$ cat config.mk
export PLATFORM = sky130hd
export DESIGN_NAME = ux607_uart0_rx
export DESIGN_NICKNAME = d
export VERILOG_FILES = /design/src/rtl/ux607_uart0_pkg.sv /design/src/rtl/ux607_uart0_rx_vote.sv /design/src/rtl/ux607_uart0_rx.sv
export SDC_FILE = /design/constraint.sdc
export NUM_CORES = 1
export LEC_CHECK = 0
export CORE_ASPECT_RATIO = 2
export CORE_MARGIN = 2
export CORE_UTILIZATION = 43
export CTS_CLUSTER_SIZE = 20
export DETAILED_ROUTE_END_ITERATION = 10
export PLACE_DENSITY = 0.67
export SLEW_MARGIN = 0
export SYNTH_ARGS = -nofsm -noshare
export SYNTH_HDL_FRONTEND = slang
export SYNTH_SLANG_ARGS = --single-unit
$ cat constraint.sdc
create_clock -name clk -period 5.25 [get_ports clk]
set_clock_uncertainty 0.05 [all_clocks]
set_input_delay 1.3125 -clock clk [delete_from_list [all_inputs] [get_ports clk]]
set_output_delay 1.3125 -clock clk [all_outputs]
set_load 0.005 [all_outputs]
$ cat src/rtl/ux607_uart0_pkg.sv
// Shared UART0 constants and types used by the receiver, transmitter and baud generator.
// Holds the FSM encoding, oversampling ratio, mid-bit vote ticks and data width.
package ux607_uart0_pkg;

   localparam int OVERSAMPLE = 16;
   localparam int TICK_S0    = 7;
   localparam int TICK_S1    = 8;
   localparam int TICK_S2    = 9;
   localparam int DATA_W     = 8;

   typedef enum logic [2:0] {
      ST_IDLE,
      ST_START,
      ST_DATA,
      ST_PARITY,
      ST_STOP
   } rx_state_e;

   function automatic logic maj3(input logic a, input logic b, input logic c);
      return (a & b) | (a & c) | (b & c);
   endfunction

endpackage

$ cat src/rtl/ux607_uart0_rx_vote.sv
// rxd synchronizer plus a 3-sample majority voter.
// The first two mid-bit samples are stored; the third is the live synced value at the resolve tick.
module ux607_uart0_rx_vote
   import ux607_uart0_pkg::*;
#(
   parameter int SYNC_STAGES = 2
) (
   input  logic clk,
   input  logic rst,
   input  logic rxd,
   input  logic sample,
   output logic rxd_sync,
   output logic bit_val
);

   logic [SYNC_STAGES-1:0] sync_q;
   logic [1:0]             samp_q;

   // NOTE: the chain resets to 1 (line idle) so reset never looks like a start bit.
   always_ff @(posedge clk) begin
      if (rst) begin
         sync_q <= '1;
         samp_q <= 2'b11;
      end else begin
         sync_q[0] <= rxd;
         for (int i = 1; i < SYNC_STAGES; i++) sync_q[i] <= sync_q[i-1];
         if (sample) samp_q <= {samp_q[0], rxd_sync};
      end
   end

   assign rxd_sync = sync_q[SYNC_STAGES-1];
   assign bit_val  = maj3(samp_q[1], samp_q[0], rxd_sync);

endmodule

$ cat src/rtl/ux607_uart0_rx.sv
// UART0 receiver: oversampled start/data/parity/stop FSM with a single-entry holding register.
// A completed byte overwrites an unaccepted one and pulses overrun.
module ux607_uart0_rx #(
   parameter int OVERSAMPLE  = ux607_uart0_pkg::OVERSAMPLE,
   parameter int SYNC_STAGES = 2
) (
   input  logic       clk,
   input  logic       rst,
   input  logic       rx_data_sample,
   input  logic       rxd,
   input  logic       parity_en,
   input  logic       parity_odd,
   input  logic       data_ready,
   output logic [7:0] rx_data,
   output logic       rx_valid,
   output logic       parity_err,
   output logic       frame_err,
   output logic       overrun
);

   import ux607_uart0_pkg::*;

   localparam int CW = $clog2(OVERSAMPLE);
   localparam int BW = $clog2(DATA_W);
   typedef logic [CW-1:0] cnt_t;
   typedef logic [BW-1:0] idx_t;

   localparam cnt_t T_S0   = cnt_t'(TICK_S0);
   localparam cnt_t T_S1   = cnt_t'(TICK_S1);
   localparam cnt_t T_S2   = cnt_t'(TICK_S2);
   localparam cnt_t T_LAST = cnt_t'(OVERSAMPLE - 1);
   localparam idx_t I_LAST = idx_t'(DATA_W - 1);

   rx_state_e         state_q, state_d;
   cnt_t              cnt_q;
   idx_t              bit_idx_q;
   logic [DATA_W-1:0] shift_q;
   logic              par_en_q, par_odd_q, par_err_q;
   logic              rxd_sync, bit_val;
   logic              at_res, at_last, vote_sample, complete;

   assign at_res      = rx_data_sample && (cnt_q == T_S2);
   assign at_last     = rx_data_sample && (cnt_q == T_LAST);
   assign vote_sample = rx_data_sample && ((cnt_q == T_S0) || (cnt_q == T_S1));

   ux607_uart0_rx_vote #(
      .SYNC_STAGES(SYNC_STAGES)
   ) u_vote (
      .clk     (clk),
      .rst     (rst),
      .rxd     (rxd),
      .sample  (vote_sample),
      .rxd_sync(rxd_sync),
      .bit_val (bit_val)
   );

   // NOTE: every always_comb output gets a default first so no latch is inferred.
   always_comb begin
      state_d  = state_q;
      complete = 1'b0;
      unique case (state_q)
         ST_IDLE:   if (rx_data_sample && !rxd_sync) state_d = ST_START;
         ST_START: begin
            if (at_res && bit_val) state_d = ST_IDLE;
            else if (at_last)      state_d = ST_DATA;
         end
         ST_DATA:   if (at_last && bit_idx_q == I_LAST) state_d = par_en_q ? ST_PARITY : ST_STOP;
         ST_PARITY: if (at_last) state_d = ST_STOP;
         ST_STOP: begin
            if (at_res) begin
               state_d  = ST_IDLE;
               complete = 1'b1;
            end
         end
         default:   state_d = ST_IDLE;
      endcase
   end

   // NOTE: sequential state uses non-blocking assignments only.
   always_ff @(posedge clk) begin
      if (rst) begin
         state_q    <= ST_IDLE;
         cnt_q      <= '0;
         bit_idx_q  <= '0;
         shift_q    <= '0;
         par_en_q   <= 1'b0;
         par_odd_q  <= 1'b0;
         par_err_q  <= 1'b0;
         rx_data    <= '0;
         rx_valid   <= 1'b0;
         parity_err <= 1'b0;
         frame_err  <= 1'b0;
         overrun    <= 1'b0;
      end else begin
         state_q <= state_d;
         if (rx_data_sample)
            cnt_q <= (state_q == ST_IDLE || cnt_q == T_LAST) ? '0 : cnt_q + cnt_t'(1);

         // Frame options are frozen at the end of the start bit.
         if (state_q == ST_START && at_last) begin
            par_en_q  <= parity_en;
            par_odd_q <= parity_odd;
            par_err_q <= 1'b0;
            bit_idx_q <= '0;
         end
         if (state_q == ST_DATA) begin
            if (at_res)  shift_q   <= {bit_val, shift_q[DATA_W-1:1]};
            if (at_last) bit_idx_q <= bit_idx_q + idx_t'(1);
         end
         if (state_q == ST_PARITY && at_res)
            par_err_q <= bit_val ^ (^shift_q) ^ par_odd_q;

         overrun <= complete && rx_valid && !data_ready;
         if (complete) begin
            rx_data    <= shift_q;
            parity_err <= par_err_q;
            frame_err  <= !bit_val;
            rx_valid   <= 1'b1;
         end else if (rx_valid && data_ready) begin
            rx_valid <= 1'b0;
         end
      end
   end

endmodule
Yosys cells after proc, flatten, opt, wreduce, memory -nomap -nowiden:

Index checks and enable logic that the tools add are counted.

* add/sub/neg operators: 2
* eq/ne operators: 14
* mux-type cells: 18
* bitwise gates (word level): 7
* reductions and logical operators: 22

Operators with widths (number)
* 3-bit two-way mux: 10
* 3-bit case mux with 5 select lines: 1
* 4-bit == test (second input constant): 3
* 1-bit logical AND: 11
* 2-bit inequality test (second input constant): 4
* 8-bit XOR reduction: 1
* 3-bit by 2-bit == test with 1-bit output (second input constant): 2
* 3-bit == test (second input constant): 2
* 1-bit two-way mux: 6
* 5-bit AND reduction: 1
* 4-bit by 1-bit adder with 4-bit output (second input constant): 1
* 4-bit by 3-bit == test with 1-bit output (second input constant): 1
* 4-bit two-way mux: 1
* 2-bit nonzero test: 2
* 3-bit by 1-bit adder with 3-bit output (second input constant): 1
* 1-bit AND: 3
* 3-bit by 1-bit == test with 1-bit output (second input constant): 1
* 1-bit logical NOT: 3
* 3-bit logical NOT: 1
* 3-bit inequality test (second input constant): 1
* 1-bit logical OR: 2
* 1-bit OR: 2
* 2-bit AND reduction: 1
* 1-bit bitwise XOR: 2

* register bits: 37
* output and inout bits: 12

Depth between registers and ports, before layout:

* word-level depth: 6
* gate-level depth with buffers: 8
* depth with buffers taken out: 7

By module:

A second synthesis with hierarchy kept.

* cell total of the unflattened synthesis: 182
* area, all modules: 1739.2 µm²

By module, submodules not included
* ux607_uart0_rx: times used 1, cells each 171, area an instance 1606.5 µm², sequential area each 660.6 µm²
* ux607_uart0_rx_vote: times used 1, cells each 11, area an instance 132.6 µm², sequential area each 80.1 µm²

Worst setup path before layout:

No wires, ideal clock.

* path type: input to register
* from: input rx_data_sample
* to: register state_q[1]
* library setup time: 0.070 ns
* arrival: 2.440 ns
* required time: 5.130 ns
* path slack: 2.690 ns
* stages on the path: 5
* path buffers: 0
* cells stage by stage: and4b_1 nand2_1 o211a_1 or4_1 a21oi_1

* longest elaborated chain between the ends: 4
* elaborated cells between the ends (all ways): 13
* classes of those cells: eq/ne (5); mux (2); reduce/logical (6)

Ends and longest elaborated chain
* start, declared: RTL line ux607_uart0_rx.sv:9 `input logic rx_data_sample,`
* 1-bit logical AND (on tied branches): RTL line ux607_uart0_rx.sv:42, ux607_uart0_rx.sv:43
* 1-bit logical AND (on tied branches): RTL line ux607_uart0_rx.sv:64, ux607_uart0_rx.sv:67
* 3-bit inequality test (no source line) (tied with other cells)
* 5-bit AND reduction (no source line) / 3-bit case mux with 5 select lines (equally long branches)
* end signal, assigned: RTL line ux607_uart0_rx.sv:95 `state_q <= state_d;`
* end, declared: RTL line ux607_uart0_rx.sv:34 `rx_state_e state_q, state_d;`

Parallel ways exist; a longest one is shown, timed or not.
A chain may end at the register's enable or synchronous reset.

Worst setup path after layout:

* from: input rx_data_sample
* to: register rx_data[7]

* longest elaborated chain between the ends: 3

Ends and longest elaborated chain
* 1-bit logical AND: RTL line ux607_uart0_rx.sv:42 `assign at_res = rx_data_sample && (cnt_q == T_S2);`
* 1-bit two-way mux: RTL line ux607_uart0_rx.sv:70 `if (at_res) begin`
* 1-bit two-way mux: RTL line ux607_uart0_rx.sv:61 `unique case (state_q)`
* end signal, assigned: RTL line ux607_uart0_rx.sv:115 `rx_data <= shift_q;`
* end, declared: RTL line ux607_uart0_rx.sv:14 `output logic [7:0] rx_data,`

No other way between the ends.

==> run_results.csv <==
group,metric,value,unit
run_status,outcome,"complete, no violations",
clocking,cts_setup_buffers,0,
synthesis,synthesis.nets,196,
timing,max_freq,294,MHz
hold_path,holdCritStartpoint,"u_vote.sync_q[0]$_SDFF_PP1_",
clocking,clkSinkCount,37,
critical_path,regToRegSetupSlack,3050,ps
routing,routed_wl,3180,um
timing,slew_violations,0,
synthesis,synth_fa_ha_area_frac,0.0442,
critical_path,path_delay_family,"simple AND/OR/NAND/NOR gates",
run,cap_violations,0,
synthesis,synth-compound-area-share,0.114,
clocking,cts_buffers,5,
floorplan,die_w,47.7,um
synthesis,synthXorXnorAreaFrac,0.0511,
critical_path,crit_cells,5,
finish,regArea,741,um^2
clocking,clock_latency,280,ps
timing,fin_crit,3400,ps
place,gp_congestion,0.785,
grt,grt_pass1_vias,1270,
synthesis,syn_area_per_cell,8.92,um^2
pwr,powerDensity,336,nW/um^2
clocking,clockBufferDepth,2,
critical_path,crit_path_cell_trace,"clkdlybuf4s50_1, and4b_1, nand3_1, mux2i_1, nor2_1",
critical_path,crit_required,5360,ps
routing,ant_nets,0,
clocking,postCtsHoldBufs,0,
timing,hold_viol,0,
finish,multi_input_area,847,um^2
pwr,leakage,0.780,nW
pwr,vdd_drop_max,0.290,mV
routing,vias,1345,
clocking,cts_root_buf,"clkbuf_8",
routing,dr.pass1.iters,4,
hold_path,min_path_cells,1,
hold_path,hold_end,"u_vote.sync_q[1]$_SDFF_PP1_",
floorplan,fp.dieH,91.4,um
synthesis,ys_ff_latch,37,
hold_path,hold_path_class,"register to register",
grt,overflow,0,
grt,grt_max_degree,38,
finish,drive_gt1_frac,0.0591,
routing,drc_errors,0,
finish,final_area,1980,um^2
critical_path,end_kind,"register",
timing,finalSetupViolations,0,
routing,vias_per_cell,5.34,
floorplan,num_rows,31,
timing,period_share,0.648,
critical_path,crit_buf_inv,1,
routing,routedWlPerCell,12.6,um
clocking,cts_tree,"yes",
synthesis,synth_cell_types,35,
grt,grt_use_total,0.167,
clocking,cts_resized,0,
floorplan,start_util,0.450,
grt,grt_pass1_wl,5330,um
finish,nets,214,
place,place_area,1860,um^2
synthesis,synth_top_family_by_area,"simple AND/OR/NAND/NOR gates",
synthesis,synth_warnings,0,
synthesis,syn_inst,184,
grt,antenna_found_initial,0,
timing,tns,0,ps
finish,antenna_cells,0,
critical_path,path_max_fanout,14,
critical_path,r2r-end,"rx_data[7]$_SDFFE_PP0P_",
finish,area_growth,20.6,%
critical_path,ff2ff_path_depth,6,
critical_path,start_kind,"input port",
critical_path,cpMaxStageDelayCell,"clkdlybuf4s50_1",
place,port_buffers,18,
timing,worst_slew_pin_slew,778,ps
timing,maxSlewHeadroom,0.481,
critical_path,cp_data_arrival_time,3510,ps
critical_path,slowest_delay,670,ps
finish,fillers,356,
critical_path,rr_startpoint,"cnt_q[1]$_SDFFE_PP0P_",
synthesis,syn_area,1640,um^2
place,dp_hpwl,2350,um
critical_path,critPathKind,"input port to register",
synthesis,synth_mux_area_frac,0.0800,
routing,drt_iter0_drc,22,
floorplan,dieArea,4360,um^2
clocking,clkTransAtPathRegs,70,ps
timing,rsz0062_at_grt,"no",
clocking,htreeDepth,2,
floorplan,coreArea,3650,um^2
synthesis,ys_seq_area_frac,0.451,
floorplan,io_pins,19,
synthesis,synthSimpleGateAreaFrac,0.226,
cells in the mapped netlist:
cell type | instances | area [um^2]
nor4b_1 | 1 | 8.76
nand3b_1 | 1 | 7.51
nor4bb_1 | 2 | 20.0
nand2_1 | 14 | 52.6
xnor3_1 | 1 | 22.5
nor2b_1 | 2 | 12.5
nand4_1 | 1 | 6.26
a22oi_1 | 2 | 15.0
maj3_1 | 1 | 10.0
mux2_2 | 1 | 11.3
a211oi_1 | 1 | 7.51
or3_1 | 1 | 6.26
buf_2 | 1 | 5.00
dfxtp_1 | 37 | 741
and3_1 | 2 | 12.5
nand3_1 | 13 | 65.1
a211o_1 | 2 | 17.5
xnor2_1 | 4 | 35.0
inv_1 | 5 | 18.8
o221ai_1 | 1 | 8.76
clkbuf_1 | 8 | 30.0
a31oi_1 | 3 | 18.8
or2_2 | 2 | 12.5
nor2_1 | 22 | 82.6
and4b_1 | 1 | 10.0
xor2_1 | 3 | 26.3
nor3b_1 | 2 | 15.0
or4_1 | 1 | 7.51
o21ai_0 | 5 | 25.0
o211a_1 | 1 | 10.0
ha_1 | 5 | 62.6
a21oi_1 | 17 | 85.1
mux2i_1 | 12 | 120
nor3_1 | 3 | 15.0
nand2b_1 | 6 | 37.5
logic make-up after synthesis:
kind of cell / after synthesis
DFF: 37
muxes: 13
adders and majority gates: 6
xor gates and xnor gates: 8
and+or+nand+nor: 74
AOI/OAI and AO/OA: 32
buffers and inverters: 14
stage by stage:
stage / cells / util / total power [mW] / hold slack, ps / worst slack (ps)
after detailed placement: 244 / 0.511 / 0.422 / 345 / 1530
final: 252 / 0.543 / 0.664 / 362 / 1850
after global placement: 244 / 0.511 / 0.414 / 348 / 1600
after floorplan: 184 / - / 0.393 / 339 / 2690
after global routing: 252 / 0.543 / 0.698 / 372 / 1570
after CTS: 252 / 0.543 / 0.671 / 363 / 1820
how the worst max path moves through the flow:
stage,startpoint,endpoint,slack [ps]
finish,rx_data_sample,rx_data[7]$_SDFFE_PP0P_,1850
detailed placement,rx_data_sample,parity_err$_SDFFE_PP0P_,1530
global route,rx_data_sample,rx_data[7]$_SDFFE_PP0P_,1570
global placement,rx_data_sample,state_q[1]$_SDFFE_PP0P_,1600
floorplan,rx_data_sample,state_q[1]$_SDFFE_PP0P_,2690
CTS,rx_data_sample,rx_data[7]$_SDFFE_PP0P_,1820
report_power, final:
group / switching [mW] / internal [mW]
sequential: 0.0184 / 0.293
combinational: 0.0615 / 0.0435
clock: 0.0934 / 0.155
total: 0.173 / 0.491
cell usage in the layout (no fill, tap or decap), types with 2 or more instances in the layout:
cell / n
a211o_1: 2
o21ai_0: 5
nor2b_1: 2
dfxtp_1: 37
nand2b_1: 6
clkbuf_8: 6
nand3_1: 13
or2_2: 2
inv_1: 5
buf_4: 2
a31oi_1: 3
nor2_1: 22
nor3_1: 3
ha_1: 5
a22oi_1: 2
nand2_1: 14
xnor2_1: 4
nor4bb_1: 2
clkdlybuf4s50_1: 18
and3_1: 2
a21oi_1: 17
mux2i_1: 12
nor3b_1: 2
xor2_1: 3
layer usage:
layer / wire [um] / track usage / vias up
met4: 168 / 0.115 / 0
met1: 1190 / 0.168 / 635
li1: - / - / 672
met5: 0 / 0 / -
met2: 1730 / 0.273 / 25
met3: 87 / 0.0437 / 13
layout make-up:
| class | count | area share |
|---|---|---|
| timing repair buffer | 20 | 0.0986 |
| clock inverter | 1 | 0.0152 |
| sequential | 37 | 0.374 |
| clock buffer | 7 | 0.0436 |
| inverter | 5 | 0.00948 |
| multi-input combinational | 133 | 0.428 |
| tap | 49 | 0.0310 |
sequential cells by signal (all words and copies together) (netlist names):
signal         flops
u_vote.samp_q      2
frame_err          1
par_err_q          1
state_q            3
parity_err         1
u_vote.sync_q      2
par_odd_q          1
overrun            1
rx_valid           1
bit_idx_q          3
par_en_q           1
cnt_q              4
shift_q            8
rx_data            8
Power figures use the tool's default switching activity.
